$ cat src/rtl/sync_updown_counter.sv
// rtl/sync_updown_counter.sv - synchronous modulo-MOD up/down counter with load, clear, wrap/saturate and TC/ZERO flags
module sync_updown_counter #(
  parameter int WIDTH     = 3,
  parameter int MOD       = 8,
  parameter int SATURATE  = 0,
  parameter int RESET_VAL = 0
) (
  input  logic             clk_i,
  input  logic             rst_ni,
  input  logic             clr_i,
  input  logic             load_i,
  input  logic [WIDTH-1:0] d_i,
  input  logic             en_i,
  input  logic             up_i,
  output logic [WIDTH-1:0] q_o,
  output logic             tc_o,
  output logic             zero_o
);

  if (MOD < 2 || MOD > (1 << WIDTH)) begin : g_bad_mod
    $error("sync_updown_counter: MOD must satisfy 2 <= MOD <= 2**WIDTH");
  end
  if (RESET_VAL < 0 || RESET_VAL >= MOD) begin : g_bad_reset_val
    $error("sync_updown_counter: RESET_VAL must be below MOD");
  end

  // One extra bit so MOD = 2**WIDTH is representable for the load clamp.
  localparam logic [WIDTH:0]   MOD_W = (WIDTH+1)'(MOD);
  localparam logic [WIDTH-1:0] TOP_V = WIDTH'(MOD - 1);
  localparam logic [WIDTH-1:0] RST_V = WIDTH'(RESET_VAL);
  localparam bit               SAT   = (SATURATE != 0);

  logic [WIDTH-1:0] q_q, q_d;
  logic             tc_q, tc_d;

  always_comb begin
    q_d  = q_q;
    tc_d = 1'b0;
    if (clr_i) begin
      q_d = RST_V;
    end else if (load_i) begin
      q_d = ({1'b0, d_i} >= MOD_W) ? TOP_V : d_i;
    end else if (en_i) begin
      if (up_i) begin
        if (q_q == TOP_V) begin
          tc_d = 1'b1;
          q_d  = SAT ? TOP_V : '0;
        end else begin
          q_d = q_q + WIDTH'(1);
        end
      end else begin
        if (q_q == '0) begin
          tc_d = 1'b1;
          q_d  = SAT ? '0 : TOP_V;
        end else begin
          q_d = q_q - WIDTH'(1);
        end
      end
    end
  end

  always_ff @(posedge clk_i or negedge rst_ni) begin
    if (!rst_ni) begin
      q_q  <= RST_V;
      tc_q <= 1'b0;
    end else begin
      q_q  <= q_d;
      tc_q <= tc_d;
    end
  end

  assign q_o    = q_q;
  assign tc_o   = tc_q;
  assign zero_o = (q_q == '0);

endmodule

$ cat config.mk
export PLATFORM = sky130hd
export DESIGN_NAME = sync_updown_counter
export DESIGN_NICKNAME = d
export VERILOG_FILES = /design/src/rtl/sync_updown_counter.sv
export SDC_FILE = /design/constraint.sdc
export NUM_CORES = 1
export LEC_CHECK = 0
export ABC_AREA = 1
export BUFFER_PORTS_ARGS = -buffer_cell sky130_fd_sc_hd__buf_2
export CAP_MARGIN = 25
export CORE_AREA = 4 4 41 43
export DETAILED_ROUTE_END_ITERATION = 8
export DIE_AREA = 0 0 45 47
export PLACE_DENSITY = 0.55
export SYNTH_ARGS = -nofsm -noshare
export SYNTH_HDL_FRONTEND = slang
export SYNTH_SLANG_ARGS = --single-unit
export TNS_END_PERCENT = 5
$ cat constraint.sdc
create_clock -name clk_i -period 1.5 [get_ports clk_i]
set_input_delay 0.075 -clock clk_i [delete_from_list [all_inputs] [get_ports clk_i]]
set_output_delay 0.075 -clock clk_i [all_outputs]
set_load 0.02 [all_outputs]
# == Yosys cells after proc, flatten, opt, wreduce, memory -nomap -nowiden ==
# Index checks and enable logic that the tools add are counted.
# classes
addsub,2
n_eq_ne,1
mux,12
reduce_logical,2
# op_table
op,count
two-way mux 3 bit,6
two-way mux 1 bit,6
adder 3 x 1 -> 3 bit (second input constant),1
== test 3 bit (second input constant),1
logical NOT 3 bit,1
nonzero test 3 bit,1
subtractor 3 x 1 -> 3 bit (second input constant),1
# totals
ff_bits,4
inputBits,9
output_inout_bits,5

# == Longest topological paths before layout ==
# Gate-level depths: netlist (run 1).
# depth
word_depth,6
mapped_depth,10
mapped_depth_nobuf,10

# == Worst setup path before layout (run 1) ==
# No wires, ideal clock.
# synth_timing
kind,reg-to-reg
from,"register q_q[0], in the netlist q_o[0]"
to,"register q_q[0], in the netlist q_o[0]"
arrival_time_ns,1.390
path_slack_ns,0.045
stages_incl_launch_ff,9
path_buffers,0
path_cell_list,dfrtp_1 inv_1 ha_1 inv_1 nor2_1 nand2_1 nand2_1 nand2_1 nand2_1
# synth_via
elab_chain_cells,6
# synth_lines
item,line,source
from (decl),33,"logic [WIDTH-1:0] q_q, q_d;"
from (signal assigned),67,q_q <= q_d;
logical NOT 3 bit,--,
via zero_o,17,output logic zero_o
two-way mux 3 bit,52,if (q_q == '0) begin
two-way mux 3 bit,44,if (up_i) begin
two-way mux 3 bit,43,end else if (en_i) begin
two-way mux 3 bit,41,end else if (load_i) begin
two-way mux 3 bit,39,if (clr_i) begin
# The timed path passes the listed nets, and every way through them passes these cells. The select of a mux whose other input is x is not followed.
# A chain may end at the register's enable or synchronous reset.

# == Final worst setup path (run 1) ==
# layout_timing
from,"register q_q[1], in the netlist q_o[1]"
to,output port zero_o
# layout_via
elab_chain_cells,1
# layout_lines
item,line,source
logical NOT 3 bit,74,assign zero_o = (q_q == '0);
to (decl),17,
# Every way passes these cells.

==> key figures, run 1 <==
Power and ir drop
  • Peak supply drop: 0.375 mV
  • Leakage power: 0.284 nW
  • Pwr Total: 0.392 mW
  • Power Density: 829 nW/um^2

Floorplanning
  • I/O Pins: 14
  • Die X: 45 microns
  • Effective utilization at floorplan: 0.257
  • Core Rows: 13
  • Die area: 2120 sq um
  • Die H: 47 microns
  • Core Region: 1300 sq um

Place
  • Number of port buffers: 13
  • Gpl congestion: 0.749
  • Post-DP HPWL: 689 microns
  • Place WS: 0.106 ns
  • DP Area: 433 sq um

STA
  • Max Clock Skew: 0.00791 ns
  • Setup TNS: 0 ns
  • Rel. slew slack: 0.760
  • Fmax: 713 MHz
  • # setup viols final: 0
  • Final Hold Viols: 0
  • Slew Viols, Final: 0
  • RSZ-0062 raised after global routing: false
  • Final WS setup: 0.0974 ns
  • Period minus WS final: 1.40 ns
  • Slew at the pin closest to its max-slew limit: 0.357 ns
  • Period utilization: 0.935

Logic synthesis
  • Largest family of logic cells by synthesized area: simple AND/OR/NAND/NOR gates
  • Top cells by count, synth: nand2_1 (21), nor2_1 (7), inv_1 (6), dfrtp_1 (4), ha_1 (4)
  • Synth Area in XOR/XNOR: 0
  • Yosys top cell by area: dfrtp_1
  • Distinct cells, synth: 13
  • Post-synthesis async set-or-reset flop share: 1.00
  • Count leader, synth: nand2_1
  • Ys Warns: 0
  • Syn Nets: 66
  • Adder-Cell Fraction of Synth Area: 0.150
  • Mapped Cells: 53
  • Avg Inst Size Synth: 6.30 sq um
  • Simple-gate area share of the yosys netlist: 0.363
  • Ys flop type: dfrtp_1
  • Synthesized area: 334 sq um
  • Mux cell area share after synthesis: 0
  • Seq cells post-synth: 4
  • Synth top area cells: dfrtp_1 (30%), nand2_1 (24%), ha_1 (15%)
  • Synth Area in Compound Gates: 0.0861
  • Part of the Yosys area used for sequential elements: 0.300
  • Top-area cell type share of the netlist area: 0.300
  • Post-synth EDFFs: 0

Worst setup path
  • Delay of the slowest cell on the worst path: 0.38 ns
  • Worst path top cell family by delay: buffers and inverters
  • Startpoint types: flop
  • CP Cell Sequence: buf_4 > inv_1 > ha_2 > inv_1 > nor2_2 > buf_4
  • Worst EP required: 1.42 ns
  • Largest fanout on the critical path: 3
  • Worst Path Buf+Inv: 4
  • Setup CP Type: reg -> out
  • CP max stage cell: dfrtp_1
  • Worst Path Arrival: 1.33 ns
  • Crit end category: output port

Clock tree
  • Max clock buf depth: 2
  • CTS Sinks: 4
  • Cts bufs inserted: 3
  • Clk pin slew, worst setup/hold paths: 0.04 ns
  • CTS root buf: clkbuf_4
  • TritonCTS clock tree: built
  • Clk_lat worst skew: 0.24 ns
  • # H-tree levels: 1

Global route
  • GRT Util Overall: 0.0926
  • Grt ovf: 0
  • Initial antenna violation count: 0
  • Largest net degree at the start of global routing: 7
  • Vias in the first global route: 345
  • First-pass GRT wire length: 1.37 mm

Job
  • # Max-Cap Violations: 0

Route
  • Initial DRT Pass Iterations: 2
  • Detailed-route wire length: 798 microns
  • DR iter-0 viols: 7
  • WL/cell: 9.17 microns
  • Total vias in the final route: 371
  • Vias per cell: 4.26
  • DRC violations left: 0
  • Post-route ant nets: 0

Cells and area
  • Share of layout cells above drive strength 1: 0.333
  • Synth-to-Final Area Change: 41.6%
  • Nets@finish: 87
  • Number of antenna diodes: 0
  • Finished Core Util: 0.363
  • Finished Cell Area: 473 sq um

Hold path
  • Hold Crit Class: in -> reg

Status
  • Status: finished, final reports clean
## sequential cells by signal (all words and copies together) (netlist names)
name  cells
tc_o      1
q_o       3
## routing by layer
layer	track usage	share of wire	vias up
met4	0.0351	0	0
met2	0.147	0.48	12
met1	0.114	0.44	161
li1	-	-	198
met3	0.0345	0.071	0
met5	0	0	-
## cell type report
class | count | area (sq um)
multi-input cells | 40 | 205
repair buffers | 16 | 92.6
fillers | 153 | 828
well taps | 15 | 18.8
inverters | 9 | 33.8
clock buffers | 3 | 22.5
flip-flops and latches | 4 | 100
## timing repair
item	CTS	global route
buffers inserted	0	0
setup endpoints to repair	0	1
resized for setup	0	3
hold buffers	1	0
hold endpoints to repair	4	0
## power by group
part           switching [mW]  internal [mW]
clock network          0.0429         0.0894
logic                  0.0803         0.0566
registers             0.00589          0.117
## path summary, 6_finish.rpt
kind                               startpoint                 end  slack (ns)  cells past startpoint
hold reg to reg            q_o[0]$_DFFE_PN0P_  q_o[0]$_DFFE_PN0P_        0.55                      2
setup reg to reg           q_o[0]$_DFFE_PN0P_  q_o[2]$_DFFE_PN0P_        0.11                      7
min in group asynchronous              rst_ni  q_o[1]$_DFFE_PN0P_        0.18                      2
hold / removal                           en_i      tc_o$_DFF_PN0_        0.11                      3
max in group asynchronous              rst_ni      tc_o$_DFF_PN0_        1.19                      2
setup / recovery           q_o[1]$_DFFE_PN0P_              zero_o         0.1                      6
## per-stage QoR
stage               hold WS (ns)  cells
floorplan                 -0.221     53
global route               0.118     87
finish                     0.114     87
CTS                        0.114     87
global placement          -0.117     83
detailed placement        -0.113     83
## cells in the final DEF, fill, tap and decap left out
master	netlist	routed
o21ai_0	1	1
a21oi_2	1	1
nand2_1	21	21
dfrtp_1	4	4
inv_2	3	3
dlygate4sd3_1	0	1
o21ai_1	1	1
clkbuf_4	0	3
buf_4	0	3
inv_1	6	6
a21oi_1	2	2
nand3_1	1	1
nor3_1	1	1
buf_2	0	12
nor2_2	0	1
nor2_1	7	6
ha_2	0	1
or2_0	1	1
ha_1	4	3
## worst reg2reg max path, cell delays in order, from the launching register on
cell,delay [ns]
dfrtp_1,0.40
ha_1,0.21
ha_1,0.26
or2_0,0.21
nand2_1,0.07
nand2_1,0.04
nand2_1,0.05
nand2_1,0.04
## logic make-up (layout without fill, tap and decap cells)
| logic type | count (synthesis) | in the layout |
|---|---|---|
| flip-flops | 4 | 4 |
| adder cells (fa/ha/maj) | 4 | 4 |
| buffers and inverters | 9 | 28 |
| AO/OA/AOI/OAI | 5 | 5 |
| AND/OR/NAND/NOR | 31 | 31 |
Note: power is estimated with default switching activity, not from simulation.
==> inputs of run 2 (changes only) <==
ABC_AREA = default   (was 1)
clock period = 1.2 ns   (was 1.5 ns; I/O delays follow)
==> key figures, run 2 <==
Status
  • Status: complete, but fails checks
  • Violated checks: negative setup slack

Clock tree
  • # H-tree levels: 1
  • Cts bufs inserted: 3
  • CTS Sinks: 4
  • TritonCTS clock tree: built
  • Clk pin slew, worst setup/hold paths: 0.04 ns
  • Max clock buf depth: 2
  • Clk_lat worst skew: 0.23 ns
  • CTS root buf: clkbuf_4

Worst setup path
  • Startpoint types: flop
  • Worst EP required: 1.32 ns
  • Crit end category: flop
  • Worst Path Buf+Inv: 1
  • Largest fanout on the critical path: 3
  • Worst Path Arrival: 1.66 ns
  • Worst path top cell family by delay: simple AND/OR/NAND/NOR gates
  • Delay of the slowest cell on the worst path: 0.40 ns
  • Setup CP Type: reg -> reg
  • CP max stage cell: dfrtp_2
  • CP Cell Sequence: inv_2 > ha_4 > or3b_4 > nor3b_4 > a2111oi_2

STA
  • Final Hold Viols: 0
  • Period minus WS final: 1.54 ns
  • Slew at the pin closest to its max-slew limit: 0.310 ns
  • Slew Viols, Final: 0
  • Fmax: 651 MHz
  • Period utilization: 1.28
  • Rel. slew slack: 0.792
  • Final WS setup: -0.336 ns
  • # setup viols final: 5
  • Max Clock Skew: 0.000787 ns
  • RSZ-0062 raised after global routing: true
  • Setup TNS: -1.10 ns
  • Final hold slack: 0.0667 ns

Place
  • Post-DP HPWL: 734 microns
  • Number of port buffers: 13
  • Gpl congestion: 0.790

Logic synthesis
  • Syn Nets: 45
  • Yosys top cell by area: dfrtp_1
  • Synthesized area: 307 sq um
  • Seq cells post-synth: 4
  • Post-synthesis async set-or-reset flop share: 1.00
  • Distinct cells, synth: 18
  • Ys flop type: dfrtp_1
  • Count leader, synth: inv_1
  • Mapped Cells: 32
  • Part of the Yosys area used for sequential elements: 0.327
  • Top-area cell type share of the netlist area: 0.327
  • Synth top area cells: dfrtp_1 (33%), ha_1 (16%), nor3b_1 (7.3%)
  • Avg Inst Size Synth: 9.58 sq um
  • Ys Warns: 0
  • Post-synth EDFFs: 0
  • Top cells by count, synth: inv_1 (5), dfrtp_1 (4), ha_1 (4), a21oi_1 (3), nor3b_1 (3)

Cells and area
  • Number of antenna diodes: 0
  • Largest register FFs: 3
  • Synth-to-Final Area Change: 82.9%
  • Number of fill cells: 140
  • Share of layout cells above drive strength 1: 0.672
  • Most frequent cells in the layout: buf_2 (12), buf_4 (12)
  • Nets@finish: 76

Route
  • Detailed-route wire length: 1.04 mm
  • DRC violations left: 0
  • WL/cell: 13.6 microns
  • Total vias in the final route: 360
  • DR iter-0 viols: 3
  • Post-route ant nets: 0
  • Initial DRT Pass Iterations: 4
  • Vias per cell: 4.74

Power and ir drop
  • Logic pwr share: 0.380
  • Power Density: 926 nW/um^2
  • Internal Pwr Total: 0.361 mW
  • Leakage power: 0.276 nW
  • Seq pwr share: 0.296
  • Sw power: 0.158 mW
  • Clk pwr share: 0.324
  • Switch share: 0.304
  • Peak supply drop: 0.386 mV

Job
  • # Max-Cap Violations: 0

Floorplanning
  • Die X: 45 microns
  • Effective utilization at floorplan: 0.236
  • Die area: 2120 sq um
  • Die H: 47 microns
  • I/O Pins: 14
  • Core Rows: 13
  • Core Region: 1300 sq um

Hold path
  • Hold Crit Class: in -> reg

Global route
  • Initial antenna violation count: 0
  • First-pass GRT wire length: 1.56 mm
  • Vias in the first global route: 385
  • GRT Util Overall: 0.103
  • Largest net degree at the start of global routing: 7
  • Grt ovf: 0
[run 2: cell types whose count changed in the layout (fill, tap and decap cells not counted), moves of 2 or more]
cell	previous run	this run
inv_1	6	3
a2111oi_2	0	2
nor3b_1	0	2
dfrtp_1	4	2
nor2_1	6	0
nand2_1	21	1
buf_4	3	12
dfrtp_2	0	2
[run 2: what timing repair did]
action	in CTS	in global routing
hold endpoints to repair	4	0
pin swaps	0	1
gates resized for setup	4	2
cloned	0	0
setup endpoints to repair	5	5
hold buffers	1	0
setup buffers	3	0
[run 2: layout make-up]
cell class	count	area, sq um	area share
Multi-Input combinational cell	23	226	0.404
Timing Repair Buffer	26	171	0.306
Sequential cell	4	103	0.183
Clock buffer	3	22.5	0.0402
Inverter	5	18.8	0.0335
Tap cell	15	18.8	0.0335
[run 2: path summary, 6_finish.rpt]
path,to,slack (ns),cells past startpoint,startpoint
setup / recovery,q_o[0]$_DFFE_PN0P_,-0.34,5,q_o[0]$_DFFE_PN0P_
hold / removal,q_o[0]$_DFFE_PN0P_,0.07,2,clr_i
setup reg to reg,q_o[0]$_DFFE_PN0P_,-0.34,5,q_o[0]$_DFFE_PN0P_
hold reg to reg,tc_o$_DFF_PN0_,0.63,2,q_o[2]$_DFFE_PN0P_
max in group asynchronous,q_o[1]$_DFFE_PN0P_,0.89,2,rst_ni
min in group asynchronous,q_o[2]$_DFFE_PN0P_,0.17,2,rst_ni
[run 2: power by group through the flow]
stage	combinational [mW]	clock [mW]	sequential, mW
finish	0.197	0.168	0.154
global route	0.214	0.186	0.154
CTS	0.192	0.177	0.153
detailed placement	0.160	0	0.157
global placement	0.160	0	0.157
floorplan	0.0699	0	0.169
[run 2: worst reg2reg max path, delay by kind of cell (launching register included)]
family                     cells  cell delay, ns
and+or+nand+nor                2            0.54
DFF                            1            0.40
AOI/OAI and AO/OA              1            0.25
adders and majority gates      1            0.13
buffers and inverters          1            0.09
[run 2: cells by family after synthesis]
family / Yosys count / synth area share
adder cells (fa/ha/maj): 4 / 0.163
buffers and inverters: 5 / 0.0612
flip-flops: 4 / 0.327
AO/OA/AOI/OAI: 9 / 0.224
AND/OR/NAND/NOR: 10 / 0.225
[run 2: per-stage QoR]
step	setup slack [ns]	power (mW)	std cells	instance area, sq um	utilization
CTS	-0.345	0.522	76	554	0.426
global placement	-0.399	0.317	69	484	0.372
finish	-0.336	0.519	76	561	0.431
global route	-0.435	0.554	76	561	0.431
detailed placement	-0.364	0.317	69	484	0.372
floorplan	-0.346	0.239	32	333	-
[run 2: metal layers]
| layer | vias to the layer above | routed length [microns] | global-route usage | part of all wire |
|---|---|---|---|---|
| met5 | - | 0 | 0 | 0 |
| met4 | 0 | 7 | 0.0643 | 0.0068 |
| met3 | 2 | 45 | 0.0268 | 0.043 |
| met2 | 14 | 520 | 0.161 | 0.50 |
| met1 | 168 | 463 | 0.126 | 0.45 |
| li1 | 176 | - | - | - |
==> inputs of run 3 (changes only) <==
CTS_BUF_LIST = sky130_fd_sc_hd__clkbuf_16   (was default)
PLACE_DENSITY = 0.53   (was 0.55)
clock period = 1.8 ns   (was 1.2 ns; I/O delays follow)
==> key figures, run 3 (same netlist as run 2, synthesis figures left out) <==
Place
  • # placed instances: 61
  • Gpl congestion: 0.743
  • Post-DP HPWL: 603 microns
  • Number of port buffers: 13

STA
  • Max Clock Skew: 0.00114 ns
  • RSZ-0062 raised after global routing: false
  • Rel. slew slack: 0.776
  • Fmax: 649 MHz
  • Final hold slack: 0.0950 ns
  • Slew Viols, Final: 0
  • Final Hold Viols: 0
  • Period minus WS final: 1.54 ns
  • Period utilization: 0.856
  • Setup TNS: 0 ns
  • # setup viols final: 0
  • Slew at the pin closest to its max-slew limit: 0.327 ns

Floorplanning
  • Die H: 47 microns
  • Die area: 2120 sq um
  • Die X: 45 microns
  • Core Region: 1300 sq um
  • I/O Pins: 14
  • Core Rows: 13
  • Effective utilization at floorplan: 0.236

Power and ir drop
  • Sw power: 0.106 mW
  • Switch share: 0.203
  • Pwr Total: 0.524 mW
  • Power Density: 1080 nW/um^2
  • Leakage power: 0.240 nW
  • Internal Pwr Total: 0.418 mW
  • Logic pwr share: 0.156
  • Clk pwr share: 0.648
  • Peak supply drop: 0.496 mV
  • Seq pwr share: 0.196

Cells and area
  • Finished Core Util: 0.371
  • Most common cell after layout, fill and taps aside: buf_2
  • Most frequent cells in the layout: buf_2 (13), inv_1 (5), ha_1 (4), dfrtp_1 (4)
  • Nets@finish: 65
  • Number of antenna diodes: 0
  • Share of layout cells above drive strength 1: 0.420
  • Number of fill cells: 146
  • Synth-to-Final Area Change: 57.6%
  • Largest register FFs: 3
  • Fin cells: 65

Worst setup path
  • Worst Path Arrival: 1.63 ns
  • Largest fanout on the critical path: 4
  • Setup CP Type: reg -> reg
  • Startpoint types: flop
  • Worst EP required: 1.89 ns
  • Crit end category: flop

Route
  • Detailed-route wire length: 711 microns
  • DR iter-0 viols: 1
  • WL/cell: 10.9 microns
  • Post-route ant nets: 0
  • Vias per cell: 4.54
  • Initial DRT Pass Iterations: 2
  • Total vias in the final route: 295
  • DRC violations left: 0

Clock tree
  • Max clock buf depth: 2
  • # H-tree levels: 1
  • Number of post-CTS setup repair buffers: 0
  • CTS root buf: clkbuf_16
  • CTS Hold Bufs: 1
  • Clk pin slew, worst setup/hold paths: 0.03 ns
  • TritonCTS clock tree: built
  • Post-cts repair resize count: 0
  • Clk_lat worst skew: 0.22 ns
  • Cts bufs inserted: 3
  • CTS Sinks: 4

Global route
  • First-pass GRT wire length: 1.28 mm
  • Vias in the first global route: 321
  • Grt ovf: 0
  • Initial antenna violation count: 0
  • Largest net degree at the start of global routing: 8
  • GRT Util Overall: 0.0849

Status
  • Status: finished, final reports clean

Hold path
  • Hold Crit Class: in -> reg

Job
  • # Max-Cap Violations: 0
[run 3: stage by stage]
step / area, sq um / setup slack, ns
after floorplan: 307 / 0.136
after global routing: 483 / 0.158
after detailed placement: 398 / 0.246
after CTS: 483 / 0.243
final: 483 / 0.260
after global placement: 398 / 0.247
[run 3: layout make-up]
class / count / area, sq um / area share
tap: 15 / 18.8 / 0.0389
inverter: 5 / 18.8 / 0.0389
multi-input combinational: 23 / 188 / 0.389
sequential: 4 / 100 / 0.207
timing repair buffer: 15 / 82.6 / 0.171
clock buffer: 3 / 75.1 / 0.155
[run 3: final timing paths]
kind,start,endpoint,slack (ns),cells after the start
min,clr_i,q_o[0]$_DFFE_PN0P_,0.1,2
max,q_o[1]$_DFFE_PN0P_,q_o[2]$_DFFE_PN0P_,0.26,5
max in group asynchronous,rst_ni,tc_o$_DFF_PN0_,1.47,2
max reg2reg,q_o[1]$_DFFE_PN0P_,q_o[2]$_DFFE_PN0P_,0.26,5
min reg2reg,q_o[2]$_DFFE_PN0P_,tc_o$_DFF_PN0_,0.69,2
min in group asynchronous,rst_ni,q_o[2]$_DFFE_PN0P_,0.21,2
[run 3: critical path, cell delays in order (launching register included)]
cell and delay [ns]:
dfrtp_1 0.37, inv_1 0.07, ha_1 0.19, or3_2 0.44
a221oi_1 0.23, a2111oi_0 0.10
[run 3: per-layer routing]
| layer | vias up | wire length [microns] | global-route usage |
|---|---|---|---|
| met1 | 130 | 334 | 0.0945 |
| met3 | 0 | 84 | 0.0536 |
| li1 | 155 | - | - |
| met5 | - | 0 | 0 |
| met2 | 10 | 293 | 0.130 |
| met4 | 0 | 0 | 0.0351 |
[run 3: power groups by stage]
stage / Clock (mW) / Combinational, mW / Sequential, mW
2_1_floorplan: 0 / 0.0392 / 0.111
4_1_cts: 0.345 / 0.0827 / 0.103
5_1_grt: 0.355 / 0.0911 / 0.104
6_report: 0.339 / 0.0815 / 0.103
3_5_place_dp: 0 / 0.0806 / 0.104
3_3_place_gp: 0 / 0.0809 / 0.104
